[config.mk]
export PLATFORM = sky130hd
export DESIGN_NAME = pwm_capture
export DESIGN_NICKNAME = d
export VERILOG_FILES = /design/src/rtl/pwm_capture.sv
export SDC_FILE = /design/constraint.sdc
export NUM_CORES = 1
export LEC_CHECK = 0
export CORE_MARGIN = 3
export CORE_UTILIZATION = 50
export DETAILED_ROUTE_END_ITERATION = 10
export DONT_BUFFER_PORTS = 1
export GPL_ROUTABILITY_DRIVEN = 0
export PLACE_DENSITY = 0.64
export SKIP_CTS_REPAIR_TIMING = 1
export SLEW_MARGIN = 20
export SYNTH_ARGS = -nofsm -noshare
export SYNTH_HDL_FRONTEND = slang
export SYNTH_SLANG_ARGS = --single-unit
[constraint.sdc]
create_clock -name clk -period 2.8 [get_ports clk]
set_input_delay 0.56 -clock clk [delete_from_list [all_inputs] [get_ports clk]]
set_output_delay 0.56 -clock clk [all_outputs]
set_load 0.005 [all_outputs]
[src/rtl/pwm_capture.sv]
// rtl/pwm_capture.sv - PWM demodulator: measures high time and period per frame, flags a dead link.
module pwm_capture #(
    parameter int CNT_WIDTH   = 12,
    parameter int SYNC_STAGES = 2,
    parameter int TIMEOUT     = 4095
) (
    input  logic                 clk,
    input  logic                 rst_n,
    input  logic                 pwm_in,
    output logic [CNT_WIDTH-1:0] duty,
    output logic [CNT_WIDTH-1:0] period,
    output logic                 sample_valid,
    output logic                 timeout,
    output logic                 stuck_high,
    output logic                 stuck_low
);

    typedef enum logic [1:0] {
        IDLE = 2'd0,
        HIGH = 2'd1,
        LOW  = 2'd2
    } state_t;

    localparam logic [CNT_WIDTH-1:0] TO_VAL = CNT_WIDTH'(TIMEOUT);
    localparam logic [CNT_WIDTH-1:0] ONE    = CNT_WIDTH'(1);

    state_t                 state_q, state_d;
    logic [SYNC_STAGES-1:0] sync_q, sync_d;
    logic                   s_d_q;
    logic [CNT_WIDTH-1:0]   period_cnt_q, period_cnt_d;
    logic [CNT_WIDTH-1:0]   high_cnt_q, high_cnt_d;
    logic [CNT_WIDTH-1:0]   duty_q, duty_d;
    logic [CNT_WIDTH-1:0]   period_q, period_d;
    logic                   emit_q, emit_d;
    logic                   sample_valid_q, sample_valid_d;
    logic                   timeout_q, timeout_d;
    logic                   to_done_q, to_done_d;
    logic                   stuck_high_q, stuck_high_d;
    logic                   stuck_low_q, stuck_low_d;

    logic s;
    logic rise;
    logic fall;
    logic period_sat;

    assign s          = sync_q[SYNC_STAGES-1];
    assign rise       = s & ~s_d_q;
    assign fall       = ~s & s_d_q;
    assign period_sat = (period_cnt_q == TO_VAL);

    always_comb begin
        sync_d         = {sync_q[SYNC_STAGES-2:0], pwm_in};
        state_d        = state_q;
        period_cnt_d   = period_cnt_q;
        high_cnt_d     = high_cnt_q;
        duty_d         = duty_q;
        period_d       = period_q;
        emit_d         = 1'b0;
        sample_valid_d = emit_q;
        timeout_d      = 1'b0;
        to_done_d      = to_done_q;
        stuck_high_d   = stuck_high_q;
        stuck_low_d    = stuck_low_q;

        if (rise) begin
            // A rise in HIGH means a one-cycle low was merged away, so it closes a frame too.
            state_d      = HIGH;
            period_cnt_d = ONE;
            high_cnt_d   = ONE;
            to_done_d    = 1'b0;
            stuck_high_d = 1'b0;
            stuck_low_d  = 1'b0;
            if (state_q != IDLE) begin
                duty_d   = high_cnt_q;
                period_d = period_cnt_q;
                emit_d   = 1'b1;
            end
        end else begin
            if (!period_sat) begin
                period_cnt_d = period_cnt_q + ONE;
            end
            if (state_q == HIGH && !fall && high_cnt_q != TO_VAL) begin
                high_cnt_d = high_cnt_q + ONE;
            end
            if (state_q == HIGH && fall) begin
                state_d = LOW;
            end
            // Fire once on arrival at the limit; to_done_q suppresses repeats while saturated.
            if (period_sat && !to_done_q) begin
                state_d      = IDLE;
                timeout_d    = 1'b1;
                to_done_d    = 1'b1;
                stuck_high_d = s;
                stuck_low_d  = ~s;
            end
        end
    end

    always_ff @(posedge clk or negedge rst_n) begin
        if (!rst_n) begin
            state_q        <= IDLE;
            sync_q         <= '0;
            s_d_q          <= 1'b0;
            period_cnt_q   <= '0;
            high_cnt_q     <= '0;
            duty_q         <= '0;
            period_q       <= '0;
            emit_q         <= 1'b0;
            sample_valid_q <= 1'b0;
            timeout_q      <= 1'b0;
            to_done_q      <= 1'b0;
            stuck_high_q   <= 1'b0;
            stuck_low_q    <= 1'b0;
        end else begin
            state_q        <= state_d;
            sync_q         <= sync_d;
            s_d_q          <= s;
            period_cnt_q   <= period_cnt_d;
            high_cnt_q     <= high_cnt_d;
            duty_q         <= duty_d;
            period_q       <= period_d;
            emit_q         <= emit_d;
            sample_valid_q <= sample_valid_d;
            timeout_q      <= timeout_d;
            to_done_q      <= to_done_d;
            stuck_high_q   <= stuck_high_d;
            stuck_low_q    <= stuck_low_d;
        end
    end

    assign duty         = duty_q;
    assign period       = period_q;
    assign sample_valid = sample_valid_q;
    assign timeout      = timeout_q;
    assign stuck_high   = stuck_high_q;
    assign stuck_low    = stuck_low_q;

endmodule

==> results.md <==
Outcome:
- The flow ran to the end, and the final reports show no timing, DRC or antenna violations.

Floorplan:
- The die is between 70 and 80 µm tall.
- The die area is slightly above 6000 µm².
- The area of the core is about 5000 µm².
- The floorplan step set the die width to slightly below 80 µm.
- The number of rows in the core area is 25.
- 31 I/O pins were placed.
- The initial utilization of the core area, before any placement, comes to between 50% and 60%.

Route:
- The met3 layer wire length in the routed design is between 200 and 300 µm.
- The detail-routed via count per cell is 5.932.
- In the routed design, unresolved DRC markers number 0.
- Summed over all nets, wire length on met2 after detailed routing comes to around 2600 µm.
- The detail-routed net length per standard cell is approximately 17 µm.
- The count of antenna-violating nets left after detailed routing is 0.
- The highest layer touched by signal routing is met4.
- The via count is roughly 1,800.
- The wire length after detailed routing is roughly 5200 µm.
- The starting DRC count in detailed routing is between 90 and 100.
- The first TritonRoute pass finished after 4 iterations.
- In the final routing, the length of wire on met1 measures about 2200 µm.

Synth:
- The flip-flop cell with the highest count after synthesis is sky130_fd_sc_hd__dfrtp_1.
- The area of the mapped netlist is 2643 µm².
- The fraction of synthesis flops using an asynchronous set or reset pin is 100.0%.
- The yosys synthesis warning count is 0.
- The number of nets in the synthesized netlist is roughly 240.
- The most frequent cell after synthesis is sky130_fd_sc_hd__dfrtp_1.
- After synthesis, the cell types taking the most area are sky130_fd_sc_hd__dfrtp_1, sky130_fd_sc_hd__mux2_2, sky130_fd_sc_hd__a21oi_1.
- After synthesis, the largest area contributor takes up 55.87% of total cell area.
- The count of unique library cells instantiated by Yosys is 43.
- The number of instances in the synthesized netlist is about 230.
- The average size of a mapped cell is roughly 11 µm².
- In the synthesized netlist, the cells that appear most often are sky130_fd_sc_hd__dfrtp_1, sky130_fd_sc_hd__mux2_2, sky130_fd_sc_hd__nor2_1, sky130_fd_sc_hd__a21oi_1, sky130_fd_sc_hd__nand2_1.
- The number of synthesized register bits is just under 60.
- The number of synthesized flops with an enable pin is 0.
- The share of the Yosys chip area taken by registers is a little under three fifths.
- The largest total area in the synthesized netlist belongs to sky130_fd_sc_hd__dfrtp_1.

STA:
- The final setup violation count is 0.
- For the final database, setup skew stands at about 0.0065 ns.
- At the pin with the least slew margin, the transition time is about 0.8 ns.
- Setup repair after global routing left no endpoint under its margin.
- In this run the tightest slew margin relative to its limit is a little under half.
- Static timing analysis puts the maximum clock frequency at 510.2 MHz.
- The number of max-slew violations in the final report is 0.
- The least setup slack across all paths after layout is ~0.84 ns.
- After routing, the total negative slack on setup checks comes to 0 ns.
- The final critical path takes up a little over two thirds of the cycle.
- For the finished layout, the period the worst path requires is between 1.5 and 2 ns.
- Hold is met by ~0.083 ns.
- The number of hold violations in the final report came to 0.

Setup path:
- The data required time of the worst path is between 3 and 4 ns.
- The category of the most critical setup path is reg -> reg.
- The category of the worst setup path capture point is a flop.
- The data arrival time of the critical path is about 2.2 ns.
- Of all nets on the critical path, the largest fanout is 10.
- STA classifies the critical path startpoint as a flop.

Place:
- The total placed cells including tap cells is 292.
- The post-place instance area is approximately 2700 µm².
- OpenSTA, run right after detailed placement, puts the worst setup slack at roughly 0.88 ns.
- The count of buffers added on input and output ports is 0.
- The half-perimeter wire length of the detailed placement result is about 3400 µm.

CTS:
- Clock tree synthesis inserted a total of 9 buffers.
- TritonCTS built the clock tree.
- The clock insertion delay at the later pin of the skew report is between 0.3 and 0.4 ns.
- The number of H-tree branching levels is 3.
- The clock drives between 50 and 60 sinks.
- The library cell used as clock root buffer is sky130_fd_sc_hd__clkbuf_8.
- The post-CTS clock slew at the launch and capture registers of the worst setup and hold paths is about 0.060 ns.
- The clock passes through at most 2 buffers.

Cells and area:
- Excluding fillers, the count of instances in the completed layout stands at around 310.
- The final core utilization is 59.69%.
- The post-route cell area is 2932 µm².
- The number of antenna diodes is 0.
- The area overhead of the layout relative to synthesis is 10.94%.
- After filler insertion, the fill cell instance count of the layout stands at around 420.
- After the last flow step, the layout net total stands at 242.
- The ratio of cells with drive above 1 in the final layout is a little over 20%.

Power:
- The design draws 2.056 mW.
- The power per cell area is around 700 nW/µm².
- In this run the static leakage power is about 1.3 nW.
- The maximum ir drop on the vdd rail is about 0.00036 V.

Global routing:
- Entering global routing, the biggest net connects 60 pins.
- The via count of the first global-routing pass was 1,892.
- The remaining global-route overflow is 0.
- The wire length of the first global-routing pass is approximately 9000 µm.
- Global routing used between 10% and 20% of the available tracks.
- The number of antenna violations at the first check in global routing is 0.

Job:
- Max-cap violations in this run came to 0.

Hold path:
- The tightest min-delay check is of the in -> async type.
## layout by cell type, fill, tap and decap left out, types with 4 or more instances in the layout
cell type	instances
sky130_fd_sc_hd__a21oi_1	15
sky130_fd_sc_hd__clkbuf_8	11
sky130_fd_sc_hd__dfrtp_1	59
sky130_fd_sc_hd__inv_1	5
sky130_fd_sc_hd__mux2_2	24
sky130_fd_sc_hd__mux2i_1	5
sky130_fd_sc_hd__nand2_1	14
sky130_fd_sc_hd__nand3_1	11
sky130_fd_sc_hd__nand4_1	4
sky130_fd_sc_hd__nor2_1	17
sky130_fd_sc_hd__nor3_1	4
sky130_fd_sc_hd__o21ai_0	11
sky130_fd_sc_hd__o31ai_1	4
sky130_fd_sc_hd__or4_1	5
## worst max-delay path: stages (launching register included)
cell,delay [ns]
sky130_fd_sc_hd__dfrtp_1,0.43
sky130_fd_sc_hd__ha_1,0.22
sky130_fd_sc_hd__nand2_1,0.13
sky130_fd_sc_hd__nor4_2,0.74
sky130_fd_sc_hd__o311ai_0,0.22
sky130_fd_sc_hd__o41ai_1,0.10
## flip-flops by register name (all words and copies together), names as in the netlist, 2 cells and up
register	flops
duty	12
high_cnt_q	12
period_cnt_q	12
state_q	2
period	12
sync_q	2
## report_power, final
| group | internal, mW | switching, mW | total (mW) | leakage [nW] |
|---|---|---|---|---|
| registers | 0.950 | 0.114 | 1.06 | 0.789 |
| logic | 0.108 | 0.120 | 0.228 | 0.418 |
| clock network | 0.454 | 0.310 | 0.764 | 0.0995 |
## path summary, 6_finish.rpt
| kind | from | endpoint | slack, ns | cells after the start |
|---|---|---|---|---|
| min in group clk | pwm_in | sync_q[0] | 0.26 | 0 |
| max in group asynchronous | rst_n | state_q[1] | 2.46 | 1 |
| worst min-delay path | rst_n | high_cnt_q[1] | 0.08 | 1 |
| worst min register to register | emit_q | sample_valid | 0.35 | 0 |
| worst max register to register | high_cnt_q[0] | high_cnt_q[2] | 0.84 | 5 |
| worst max-delay path | high_cnt_q[0] | high_cnt_q[2] | 0.84 | 5 |
## routing by layer
metal / up-vias / global-route usage, %
met5: - / 0
met4: 0 / 12.76
met3: 10 / 4.649
met2: 39 / 29.71
met1: 917 / 22.61
li1: 861 / -
## cells by family after synthesis
logic type      Yosys count  synth area share [%]
flops                    59                 55.87
mux                      29                 12.12
buf+inv                  14                 2.178
simple gates             78                 16.86
xor+xnor                  2                0.6630
compound gates           47                 11.36
fa+ha+maj                 2                0.9468
## area by class of cell
class | count | area [µm²] | share of cell area (%)
Sequential cell | 59 | 1476 | 50.36
Inverter | 5 | 18.77 | 0.6402
Clock buffer | 13 | 158.9 | 5.420
Timing Repair Buffer | 4 | 50.05 | 1.707
Clock inverter | 2 | 35.03 | 1.195
Multi-Input combinational cell | 158 | 1109 | 37.81
Tap cell | 67 | 83.83 | 2.860
No activity file was read; power rests on OpenSTA's default activity.
